[src/rtl/mem_arbiter.sv]
// mem_arbiter: two-port (fetch / data) round-robin arbiter in front of a
// single-port memory. One transaction in flight at a time; a grant cycle in
// IDLE is followed by a WAIT state that ends on mem_rvalid or on timeout.
//
// Handshake: a requester holds x_req (and its command fields) until it sees
// x_gnt=1 in the same cycle. The memory sees mem_req=1 for exactly that grant
// cycle. Completion is a single-cycle x_rvalid pulse, driven either by mem_rvalid
// or by the wait-counter timeout. x_rdata is 0 whenever x_rvalid is 0.
module mem_arbiter #(
  parameter int unsigned TIMEOUT = 255
) (
  input  logic        clk,
  input  logic        reset,
  input  logic        i_req,
  input  logic [31:0] i_addr,
  output logic        i_gnt,
  output logic        i_rvalid,
  output logic [31:0] i_rdata,
  input  logic        d_req,
  input  logic        d_we,
  input  logic [31:0] d_addr,
  input  logic [31:0] d_wdata,
  output logic        d_gnt,
  output logic        d_rvalid,
  output logic [31:0] d_rdata,
  output logic        mem_req,
  output logic        mem_we,
  output logic [31:0] mem_addr,
  output logic [31:0] mem_wdata,
  input  logic        mem_rvalid,
  input  logic [31:0] mem_rdata,
  output logic        busy,
  output logic        err,
  output logic [1:0]  dbg_state
);

  typedef enum logic [1:0] {
    IDLE   = 2'd0,
    I_WAIT = 2'd1,
    D_WAIT = 2'd2
  } state_t;

  localparam logic OWNER_I = 1'b0;
  localparam logic OWNER_D = 1'b1;
  localparam logic [16:0] TIMEOUT_CNT = 17'(TIMEOUT);

  state_t      state_q, state_d;
  logic        last_q, last_d;
  logic [15:0] cnt_q, cnt_d;
  logic        err_q, err_d;

  // Counter value this WAIT cycle would reach; 17 bits so TIMEOUT=65535 compares cleanly.
  logic [16:0] cnt_inc;
  logic        wait_done;
  logic [31:0] wait_rdata;

  assign busy      = (state_q != IDLE);
  assign err       = err_q;
  assign dbg_state = state_q;

  // WAIT-state completion: real response wins over a coincident timeout.
  always_comb begin
    cnt_inc    = {1'b0, cnt_q} + 17'd1;
    wait_done  = mem_rvalid || (cnt_inc == TIMEOUT_CNT);
    wait_rdata = mem_rvalid ? mem_rdata : 32'd0;
  end

  // Next-state, arbitration and output decode; reset cycle blanks all handshake outputs.
  always_comb begin
    state_d   = state_q;
    last_d    = last_q;
    cnt_d     = cnt_q;
    err_d     = err_q;
    i_gnt     = 1'b0;
    i_rvalid  = 1'b0;
    i_rdata   = 32'd0;
    d_gnt     = 1'b0;
    d_rvalid  = 1'b0;
    d_rdata   = 32'd0;
    mem_req   = 1'b0;
    mem_we    = 1'b0;
    mem_addr  = 32'd0;
    mem_wdata = 32'd0;

    case (state_q)
      IDLE: begin
        // Fetch wins when alone, or when both request and data went last.
        if (i_req && (!d_req || last_q == OWNER_D)) begin
          i_gnt    = 1'b1;
          mem_req  = 1'b1;
          mem_addr = i_addr;
          last_d   = OWNER_I;
          cnt_d    = 16'd0;
          state_d  = I_WAIT;
        end else if (d_req) begin
          d_gnt     = 1'b1;
          mem_req   = 1'b1;
          mem_we    = d_we;
          mem_addr  = d_addr;
          mem_wdata = d_wdata;
          last_d    = OWNER_D;
          cnt_d     = 16'd0;
          state_d   = D_WAIT;
        end
      end
      I_WAIT: begin
        cnt_d = cnt_inc[15:0];
        if (wait_done) begin
          i_rvalid = 1'b1;
          i_rdata  = wait_rdata;
          cnt_d    = 16'd0;
          err_d    = err_q | ~mem_rvalid;
          state_d  = IDLE;
        end
      end
      D_WAIT: begin
        cnt_d = cnt_inc[15:0];
        if (wait_done) begin
          d_rvalid = 1'b1;
          d_rdata  = wait_rdata;
          cnt_d    = 16'd0;
          err_d    = err_q | ~mem_rvalid;
          state_d  = IDLE;
        end
      end
      default: begin
        state_d = IDLE;
      end
    endcase

    if (!reset) begin
      i_gnt     = 1'b0;
      i_rvalid  = 1'b0;
      i_rdata   = 32'd0;
      d_gnt     = 1'b0;
      d_rvalid  = 1'b0;
      d_rdata   = 32'd0;
      mem_req   = 1'b0;
      mem_we    = 1'b0;
      mem_addr  = 32'd0;
      mem_wdata = 32'd0;
    end
  end

  // State, ownership, wait counter and sticky error registers.
  always_ff @(posedge clk) begin
    if (!reset) begin
      state_q <= IDLE;
      last_q  <= OWNER_D;
      cnt_q   <= 16'd0;
      err_q   <= 1'b0;
    end else begin
      state_q <= state_d;
      last_q  <= last_d;
      cnt_q   <= cnt_d;
      err_q   <= err_d;
    end
  end

endmodule

[config.mk]
export PLATFORM = sky130hd
export DESIGN_NAME = mem_arbiter
export DESIGN_NICKNAME = d
export VERILOG_FILES = /design/src/rtl/mem_arbiter.sv
export SDC_FILE = /design/constraint.sdc
export NUM_CORES = 1
export LEC_CHECK = 0
export CORE_AREA = 5 5 104 106
export DETAILED_ROUTE_END_ITERATION = 10
export DIE_AREA = 0 0 109 111
export DONT_BUFFER_PORTS = 1
export HOLD_SLACK_MARGIN = 0.03
export MAX_ROUTING_LAYER = met4
export PLACE_DENSITY_LB_ADDON = 0.05
export SKIP_LAST_GASP = 1
export SYNTH_ARGS = -nofsm -noshare
export SYNTH_HDL_FRONTEND = slang
export SYNTH_SLANG_ARGS = --single-unit
[constraint.sdc]
create_clock -name clk -period 7.2 [get_ports clk]
set_clock_uncertainty 0.2 [all_clocks]
set_input_delay 0.72 -clock clk [delete_from_list [all_inputs] [get_ports clk]]
set_output_delay 0.72 -clock clk [all_outputs]
set_load 0.02 [all_outputs]
# Yosys cells after proc, flatten, opt, wreduce, memory -nomap -nowiden
# Cells that the tools add are included.
# totals
n_memories	0
out_inout_bits	138
register_bits	20
rom_bits	0
latchBits	0
mem_bits_rw	0
wordCells	68
# op_classes
eq_ne	5
addsub	1
n_bitwise	2
n_mux	43
n_mul	0
order_cmp	0
reduce_logical	13
div	0
n_shift	0
# ops
operator	n
two-way mux 32 bit	14
two-way mux 16 bit	3
case mux 16 bit (2 select lines)	1
two-way mux 1 bit	21
adder 16 x 1 -> 17 bit (second input constant)	1
== test 17 x 8 -> 1 bit (second input constant)	1
AND reduction 2 bit	4
two-way mux 2 bit	3
nonzero test 2 bit	3
case mux 2 bit (2 select lines)	1
inequality test 3 bit (second input constant)	1
== test 2 x 1 -> 1 bit (second input constant)	1
== test 2 bit (second input constant)	1
logical NOT 2 bit	1
logical OR 1 bit	2
inequality test 2 x 1 -> 1 bit (second input constant)	1
OR reduction 2 bit	1
logical AND 1 bit	1
logical NOT 1 bit	1
inverter 1 bit	1
bitwise OR 1 bit	1

# Depth between registers and ports, before layout
# Gate-level depths: netlist of the first run.
# logic_depth
word_depth	6
ltp_mapped	9
depth_no_buf	9

# Least setup slack after synthesis of the first run
# No wires, ideal clock.
# synth_timing
path_type	reg2out
startpoint	register cnt_q[0]
endpoint	output d_rvalid
required_ps	6280
path_stages_with_launch	9
setup_slack_ps	4091
arrival_time_ps	2189
n_path_buf	0
path_cell_list	dfxtp_1 -> ha_1 -> nand3_1 -> or4_4 -> mux2i_1 -> nand4_1 -> nor3b_1 -> nor2_1 -> nor2_1
# synth_via
elab_chain_len	6
# synth_lines
element	line_no	source
start, declared	49	logic [15:0] cnt_q, cnt_d;
start signal, assigned	155	cnt_q <= cnt_d;
adder 16 x 1 -> 17 bit	63	cnt_inc = {1'b0, cnt_q} + 17'd1;
== test 17 x 8 -> 1 bit	64	wait_done = mem_rvalid || (cnt_inc == TIMEOUT_CNT);
logical OR 1 bit	64	
two-way mux 1 bit	118	if (wait_done) begin
two-way mux 1 bit	85	case (state_q)
two-way mux 1 bit	131	if (!reset) begin
end, declared	24	output logic d_rvalid,
# No other way between the ends.

# Worst setup path in the final report of the first run
# layout_timing
startpoint	register cnt_q[0]
endpoint	output i_rvalid
# layout_via
elab_chain_len	6
# layout_lines
element	line_no	source
adder 16 x 1 -> 17 bit	63	
== test 17 x 8 -> 1 bit	64	
logical OR 1 bit	64	
two-way mux 1 bit	108	if (wait_done) begin
two-way mux 1 bit	85	
two-way mux 1 bit	131	
end, declared	17	output logic i_rvalid,
# No other way between the ends.

==> results of run 1 <==
-- layout make-up --
| class | count | share of cell area (%) |
|---|---|---|
| Sequential cell | 20 | 15.7 |
| Clock buffer | 4 | 2.16 |
| Tap cell | 133 | 6.54 |
| Antenna cell | 10 | 0.984 |
| Multi-Input combinational cell | 319 | 72.9 |
| Timing Repair Buffer | 3 | 0.885 |
| Inverter | 5 | 0.738 |
-- state kept, by name (all words and copies together) (netlist names) --
register / count
err: 1
last_q: 1
cnt_q: 16
dbg_state: 2
-- stage by stage --
step / cells / setup WS [ns] / util [%] / hold slack (ns)
2_1_floorplan: 378 / 4.09 / - / 0.286
3_3_place_gp: 480 / 3.63 / 25.4 / 0.320
3_5_place_dp: 480 / 3.59 / 25.4 / 0.322
4_1_cts: 484 / 3.26 / 26.0 / 0.336
5_1_grt: 488 / 3.04 / 26.1 / 0.340
6_report: 494 / 3.29 / 26.3 / 0.329
-- power breakdown --
| part | switching, mW | leakage, nW | total, mW | internal (mW) |
|---|---|---|---|---|
| sequential | 0.00581 | 0.162 | 0.119 | 0.113 |
| combinational | 0.107 | 0.648 | 0.141 | 0.0339 |
| clock | 0.0446 | 0.0288 | 0.0935 | 0.0489 |
-- worst max-delay path: stages (launching register included) --
cell and delay [ns]:
dfxtp_1 0.46, ha_1 0.27, nand3_1 0.24, or4_4 0.51, mux2i_1 0.26, nand4_1 0.13, nor3b_1 0.39, nor2_1 0.11
nor2_1 0.36
-- path summary, 6_finish.rpt --
check	startpoint	to	slack, ns	cells after the start
worst min-delay path	cnt_q[15]	cnt_q[15]	0.33	2
worst max-delay path	cnt_q[0]	i_rvalid	3.29	8
worst max register to register	cnt_q[0]	dbg_state[1]	4.04	8
worst min register to register	cnt_q[15]	cnt_q[15]	0.33	2
-- cells by family after synthesis --
kind of cell    Yosys count
flops                    20
compound gates           78
buf+inv                  39
mux                       1
fa+ha+maj                 6
xor+xnor                  1
simple gates            233
-- cell usage in the layout (no fill, tap or decap), types with 2 or more instances in the layout --
master	count
nor2b_1	5
nand2_1	59
nor3b_1	2
inv_1	5
o21ai_0	8
nand4b_1	2
ha_1	6
o31ai_1	2
a31oi_1	2
nand3b_1	3
or3_1	6
buf_4	3
nand2b_1	3
nand4_1	7
nor2_1	75
diode_2	10
a21o_1	4
dfxtp_1	20
a21oi_1	6
nand3_1	17
and2_1	37
a22o_1	32
nor3_1	4
a21boi_1	5
nor4_2	2
clkbuf_8	4
and3_1	2
a21boi_0	3
a32o_1	2
-- metal layers --
layer | track usage (%) | wire [um] | share of wire, % | vias up
li1 | - | - | - | 1269
met1 | 30.3 | 5690 | 43 | 1324
met2 | 28.1 | 5410 | 41 | 193
met3 | 6.93 | 2030 | 15 | 6
met4 | 3.45 | 129 | 0.97 | 0
met5 | - | 0 | 0 | -
==> impl_metrics.env, run 1 <==
export IMPL_hold_viol=0
export IMPL_synth_top_area_share_pct=16.7
export IMPL_fin_nets=492
export IMPL_nFillCells=1100
export IMPL_syn_area_mm2=0.00240
export IMPL_clk_pin_slew_ns=0.09
export IMPL_finalSetupTns_ns=0
export IMPL_avgSynthCellArea_um2=6.35
export IMPL_p_leak_nw=0.838
export IMPL_cts_sinks=20
export IMPL_status="complete, no violations"
export IMPL_syn_instance_count=378
export IMPL_yosysTopAreaCell="dfxtp_1"
export IMPL_cts_resized=0
export IMPL_worst_path_max_fanout=8
export IMPL_first_pass_iters=5
export IMPL_area_growth_pct=5.94
export IMPL_drt_drc_violations_left=0
export IMPL_ys_types=54
export IMPL_hp_class="reg -> reg"
export IMPL_grt_use_total_pct=20.9
export IMPL_io_pins=272
export IMPL_regArea_um2=400
export IMPL_grt_max_degree=68
export IMPL_clkLatencyLatePin_ns=0.27
export IMPL_cts_hold_buf=0
export IMPL_yosysMostFrequentCell="nor2_1"
export IMPL_die_y_um=111
export IMPL_rows=36
export IMPL_num_vias=2792
export IMPL_clk_path_buf_depth=2
export IMPL_dpl_hpwl_um=11200
export IMPL_yosys_area_share_simple_pct=47.3
export IMPL_drv_slew=0
export IMPL_start_util_pct=24.8
export IMPL_io_buffers=0
export IMPL_die_area_mm2=0.0121
export IMPL_vias_per_cell=5.65
export IMPL_numCtsBuffers=3
export IMPL_total_power_mw=0.353
export IMPL_power_density_mw_per_mm2=139
export IMPL_htreeDepth=1
export IMPL_synth_compound_area_share_pct=25.5
export IMPL_routed_wl_um=13300
export IMPL_cp_start_kind="flip-flop"
export IMPL_cts_setup_buffers=0
export IMPL_synth_area_leaders="dfxtp_1, nor2_1, a22o_1"
export IMPL_drtAntennaViolNets=0
export IMPL_setup_viol_count_final=0
export IMPL_maxSlewHeadroom_pct=33.0
export IMPL_synthMuxAreaShare_pct=0.417
export IMPL_drv_cap=0
export IMPL_cts_tree="done"
export IMPL_worst_pin_slew_ns=1.00
export IMPL_placed_area_mm2=0.00246
export IMPL_worst_ep_arrival_time_ns=2.99
export IMPL_yosysWarningCount=0
export IMPL_final_min_clock_period_ns=3.91
export IMPL_grt_pass1_vias=2640
export IMPL_multi_input_area_mm2=0.00186
export IMPL_syn_num_nets=518
export IMPL_ys_ff_latch=20
export IMPL_synth_top_family_by_area="simple AND/OR/NAND/NOR gates"
export IMPL_fin_crit_sh_pct=54.4
export IMPL_ir_drop_uv=46.0
export IMPL_grt_pass1_wl_um=18200
export IMPL_wire_per_inst_um=26.8
export IMPL_root_buffer="clkbuf_8"
export IMPL_rsz0062_at_grt="false"
export IMPL_gr_total_overflow=0
export IMPL_path_class="reg -> out"
export IMPL_crit_required_ns=6.28
export IMPL_synth_xor_area_share_pct=0.365
export IMPL_drt_initial_drc_count=207
export IMPL_async_reset_ff_share_pct=0
export IMPL_final_area_mm2=0.00254
export IMPL_die_width_um=109
export IMPL_core_area_mm2=0.00968
export IMPL_max_freq_mhz=255
export IMPL_gp_congestion=0.916
export IMPL_ys_top_cells_by_count="nor2_1, nand2_1, and2_1"
export IMPL_synthAdderAreaFrac_pct=3.13
export IMPL_antenna_found_initial=16
export IMPL_layout_drive_gt1_share_pct=4.84
export IMPL_yosysSeqAreaShare_pct=16.7
export IMPL_cp_end_kind="output port"
export IMPL_synth_edf_count=0
export IMPL_synthFlopType="dfxtp_1"
Note: power is estimated with default switching activity, not from simulation.
==> run 2: changes to the inputs <==
Clock period 7.2 ns to 3.55 ns, I/O delays scaled along.
==> run 2 against run 1 <==
Register-to-register slack worse by 3.6 ns. Utilization is 0.59 points higher. Worst setup slack worse by 3.1 ns. Global-route usage is 0.10 points higher. Routed wire length is 2.3% higher. Power is 110% higher. Cell count is 0.61% higher. Worst hold slack worse by 0.29 ns. Design area is 2.3% higher. Sequential power is 100% higher. Critical path type unchanged.
==> impl_metrics.env, run 2 (synthesis results as in run 1) <==
export IMPL_ir_drop_uv=105
export IMPL_placed_area_mm2=0.00249
export IMPL_drtAntennaViolNets=0
export IMPL_numCtsBuffers=3
export IMPL_path_buf_inv=0
export IMPL_status="complete, no violations"
export IMPL_antenna_found_initial=17
export IMPL_crit_family="simple AND/OR/NAND/NOR gates"
export IMPL_rsz0062_at_grt="false"
export IMPL_routed_wl_um=13600
export IMPL_fin_nets=497
export IMPL_top_register="cnt_q"
export IMPL_die_area_mm2=0.0121
export IMPL_drt_initial_drc_count=293
export IMPL_rows=36
export IMPL_most_common_layout_cells="nor2_1, nand2_1, and2_1"
export IMPL_cts_tree="done"
export IMPL_vias_per_cell=5.75
export IMPL_dpl_hpwl_um=11200
export IMPL_maxSlewHeadroom_pct=31.4
export IMPL_core_area_mm2=0.00968
export IMPL_drv_cap=0
export IMPL_path_class="reg -> out"
export IMPL_cpMaxStageDelayCell="or4_4"
export IMPL_fin_crit_sh_pct=94.3
export IMPL_clk_pin_slew_ns=0.09
export IMPL_worst_pin_slew_ns=1.03
export IMPL_critPathLaunch="cnt_q[1]"
export IMPL_worst_ep_arrival_time_ns=2.79
export IMPL_drt_drc_violations_left=0
export IMPL_cts_sinks=20
export IMPL_hp_class="in -> reg"
export IMPL_max_freq_mhz=299
export IMPL_cts_setup_buffers=0
export IMPL_fin_cells=497
export IMPL_clk_path_buf_depth=2
export IMPL_area_growth_pct=8.34
export IMPL_reg2reg_from="cnt_q[1]"
export IMPL_layout_drive_gt1_share_pct=5.62
export IMPL_start_util_pct=24.8
export IMPL_total_power_mw=0.727
export IMPL_p_clk_share_pct=26.1
export IMPL_holdPathEnd="cnt_q[13]"
export IMPL_power_density_mw_per_mm2=280
export IMPL_die_y_um=111
export IMPL_die_width_um=109
export IMPL_grt_pass1_wl_um=18200
export IMPL_seqPwrFrac_pct=33.1
export IMPL_final_area_mm2=0.00260
export IMPL_grt_max_degree=54
export IMPL_netSwitchingFraction_pct=44.5
export IMPL_first_pass_iters=6
export IMPL_io_pins=272
export IMPL_num_vias=2858
export IMPL_cp_end_kind="output port"
export IMPL_gp_congestion=0.911
export IMPL_htreeDepth=1
export IMPL_hold_viol=0
export IMPL_final_min_clock_period_ns=3.35
export IMPL_reg2reg_to="dbg_state[0]"
export IMPL_layout_commonest_cell="nor2_1"
export IMPL_p_int_mw=0.404
export IMPL_hold_path_depth=1
export IMPL_rr_worst_depth=8
export IMPL_path_common_cell="nor2_1"
export IMPL_root_buffer="clkbuf_8"
export IMPL_drv_slew=0
export IMPL_grt_use_total_pct=21.0
export IMPL_grt_pass1_vias=2622
export IMPL_setup_viol_count_final=0
export IMPL_p_switching_mw=0.324
export IMPL_gr_total_overflow=0
export IMPL_finalSetupTns_ns=0
export IMPL_io_buffers=0
export IMPL_cp_start_kind="flip-flop"
export IMPL_clkLatencyLatePin_ns=0.27
export IMPL_rrSetupSlack_ns=0.49
export IMPL_largest_register_ffs=16
export IMPL_combPwrFrac_pct=40.8
export IMPL_fin_util_pct=26.9
export IMPL_p_leak_nw=0.867
export IMPL_crit_required_ns=2.99
export IMPL_wire_per_inst_um=27.3
export IMPL_slowest_delay_ns=0.50
export IMPL_holdCritStartpoint="reset"
export IMPL_nFillCells=1081
export IMPL_dp_cells=482
export IMPL_path_cells="ha_1 -> nand3_1 -> or4_4 -> mux2i_1 -> nand4_1 -> nor3b_2 -> nor2_1 -> nor2_1"
export IMPL_worst_path_max_fanout=7
[run 2: per-layer routing]
| layer | vias to the layer above | global-route usage [%] | part of all wire (%) | wire length, um |
|---|---|---|---|---|
| met4 | 0 | 3.11 | 0.72 | 98 |
| met3 | 18 | 6.46 | 14 | 1870 |
| met2 | 226 | 27.8 | 41 | 5490 |
| met1 | 1347 | 31.4 | 45 | 6090 |
| li1 | 1267 | - | - | - |
| met5 | - | - | 0 | 0 |
[run 2: stage by stage]
step / hold WS, ns / setup slack, ns
after floorplan: 0.286 / 0.806
after global placement: 0.244 / 0.424
after detailed placement: 0.253 / 0.407
after CTS: 0.0322 / 0.0839
after global routing: 0.0355 / 0.0206
final: 0.0412 / 0.202
[run 2: how the worst max path moves through the flow]
stage | to | slack [ns] | cells past startpoint
6_report | d_rvalid | 0.20 | 8
5_1_grt | d_rvalid | 0.02 | 8
3_3_place_gp | d_rvalid | 0.42 | 8
2_1_floorplan | d_rvalid | 0.81 | 8
4_1_cts | d_rvalid | 0.08 | 8
3_5_place_dp | d_rvalid | 0.41 | 8
[run 2: worst reg2reg max path, delay by kind of cell (launching register included)]
family          cells  cell delay, ns
simple gates        4            1.02
flops               1            0.45
mux                 1            0.22
compound gates      2            0.80
fa+ha+maj           1            0.26
[run 2: repair_timing]
item,CTS,global route
endpoints found under the hold margin,8,1
resized for setup,0,1
hold buffers,2,1
setup endpoints to repair,0,2
[run 2: area by class of cell]
cell class | instances | area, um^2 | share of cell area (%)
inverters | 5 | 18.8 | 0.722
repair buffers | 8 | 80.1 | 3.08
clock buffers | 4 | 55.1 | 2.12
flip-flops and latches | 20 | 400 | 15.4
well taps | 133 | 166 | 6.40
multi-input cells | 319 | 1860 | 71.5
diodes | 8 | 20.0 | 0.770
[run 2: power groups by stage]
| stage | Sequential, mW | Clock [mW] | Combinational [mW] |
|---|---|---|---|
| global placement | 0.246 | 0 | 0.291 |
| floorplan | 0.243 | 0 | 0.247 |
| CTS | 0.241 | 0.194 | 0.296 |
| finish | 0.241 | 0.190 | 0.297 |
| global route | 0.242 | 0.200 | 0.318 |
| detailed placement | 0.246 | 0 | 0.292 |
==> run 3: changes to the inputs <==
Settings changed: PLACE_DENSITY_LB_ADDON 0.05 to 0.1.
==> run 3 against run 2 <==
Cell count shrank 1.0%. Highest routed layer unchanged. Largest power group unchanged. Critical path type unchanged. Maximum frequency increased by 2.2%. Largest cell class unchanged. Utilization down 0.31 points.
==> impl_metrics.env, run 3 (synthesis results as in run 1) <==
export IMPL_status="complete, no violations"
export IMPL_grt_max_degree=68
export IMPL_io_buffers=0
export IMPL_fin_util_pct=26.6
export IMPL_start_util_pct=24.8
export IMPL_layout_commonest_cell="nor2_1"
export IMPL_hold_viol=0
export IMPL_first_pass_iters=5
export IMPL_final_area_mm2=0.00257
export IMPL_cts_sinks=20
export IMPL_maxSlewHeadroom_pct=35.2
export IMPL_vias_per_cell=5.76
export IMPL_drt_drc_violations_left=0
export IMPL_fin_nets=495
export IMPL_grt_pass1_wl_um=18700
export IMPL_wire_per_inst_um=28.3
export IMPL_combPwrFrac_pct=41.1
export IMPL_p_clk_share_pct=25.7
export IMPL_layout_drive_gt1_share_pct=5.37
export IMPL_drtAntennaViolNets=0
export IMPL_worst_pin_slew_ns=0.970
export IMPL_setup_viol_count_final=0
export IMPL_total_power_mw=0.726
export IMPL_htreeDepth=1
export IMPL_routed_wl_um=13900
export IMPL_nFillCells=1078
export IMPL_crit_required_ns=2.99
export IMPL_power_density_mw_per_mm2=282
export IMPL_p_switching_mw=0.325
export IMPL_most_common_layout_cells="nor2_1, nand2_1, and2_1"
export IMPL_antenna_found_initial=14
export IMPL_hp_class="in -> reg"
export IMPL_grt_pass1_vias=2586
export IMPL_die_y_um=111
export IMPL_clk_pin_slew_ns=0.08
export IMPL_drv_cap=0
export IMPL_p_int_mw=0.401
export IMPL_placed_area_mm2=0.00248
export IMPL_root_buffer="clkbuf_8"
export IMPL_worst_ep_arrival_time_ns=2.72
export IMPL_largest_register_ffs=16
export IMPL_fin_crit_sh_pct=92.3
export IMPL_max_freq_mhz=305
export IMPL_gp_congestion=0.955
export IMPL_worst_path_max_fanout=8
export IMPL_dpl_hpwl_um=11700
export IMPL_grt_use_total_pct=21.6
export IMPL_rsz0062_at_grt="false"
export IMPL_drt_initial_drc_count=352
export IMPL_die_width_um=109
export IMPL_cp_end_kind="output port"
export IMPL_ir_drop_uv=94.5
export IMPL_top_register="cnt_q"
export IMPL_cp_start_kind="flip-flop"
export IMPL_path_class="reg -> out"
export IMPL_whs_ns=0.0336
export IMPL_final_min_clock_period_ns=3.28
export IMPL_area_growth_pct=7.09
export IMPL_die_area_mm2=0.0121
export IMPL_cts_tree="done"
export IMPL_num_vias=2835
export IMPL_netSwitchingFraction_pct=44.8
export IMPL_numCtsBuffers=3
export IMPL_seqPwrFrac_pct=33.2
export IMPL_clk_path_buf_depth=2
export IMPL_gr_total_overflow=0
export IMPL_rows=36
export IMPL_p_leak_nw=0.855
export IMPL_drv_slew=0
export IMPL_finalSetupTns_ns=0
export IMPL_io_pins=272
export IMPL_core_area_mm2=0.00968
export IMPL_clkLatencyLatePin_ns=0.27
[run 3: changes by cell type in the layout (fill, tap and decap cells not counted)]
cell	change
dlygate4sd3_1	-1
a21oi_2	-1
buf_12	-1
a21oi_4	+1
diode_2	-3
[run 3: routing by layer]
metal  share of wire, %  track usage [%]
met5                  0                -
met4                1.4             3.87
met3                 14             7.05
met2                 43             31.4
met1                 42             29.4
[run 3: area by class of cell]
| class | count | area (um^2) | area share (%) |
|---|---|---|---|
| Antenna cell | 5 | 12.5 | 0.487 |
| Clock buffer | 4 | 55.1 | 2.14 |
| Inverter | 5 | 18.8 | 0.730 |
| Multi-Input combinational cell | 319 | 1870 | 72.7 |
| Sequential cell | 20 | 400 | 15.6 |
| Tap cell | 133 | 166 | 6.47 |
| Timing Repair Buffer | 6 | 50.0 | 1.95 |
[run 3: worst max-delay path, stage by stage (launching register included)]
cell and delay [ns]:
dfxtp_1 0.45, ha_1 0.26, nand3_1 0.22, or4_4 0.50, mux2i_1 0.21, nand4_1 0.14, nor3b_2 0.28, nor2_1 0.08
nor2_1 0.32
[run 3: timing repair]
| action | CTS | global route |
|---|---|---|
| resized for setup | 0 | 1 |
| hold buffers | 2 | 0 |
| endpoints found under the setup margin | 0 | 2 |
| endpoints found under the hold margin | 9 | 0 |
| setup buffers | 0 | 0 |
[run 3: worst paths after layout]
check / start / to / slack, ns / depth (start not counted)
max: cnt_q[0] / i_rvalid / 0.27 / 8
min: reset / cnt_q[5] / 0.03 / 1
max reg2reg: cnt_q[0] / dbg_state[1] / 0.55 / 7
min reg2reg: cnt_q[15] / cnt_q[15] / 0.34 / 2
[run 3: metrics by stage]
step                      instances  setup WS [ns]
after floorplan                 378          0.806
after global placement          481          0.485
after detailed placement        481          0.461
after CTS                       487          0.138
after global routing            488         0.0412
final                           492          0.273
[run 3: power groups by stage]
stage          combinational (mW)  sequential [mW]  clock (mW)
2_1_floorplan               0.247            0.243           0
6_report                    0.298            0.241       0.187
5_1_grt                     0.319            0.243       0.200
3_3_place_gp                0.292            0.246           0
4_1_cts                     0.299            0.241       0.193
3_5_place_dp                0.293            0.246           0
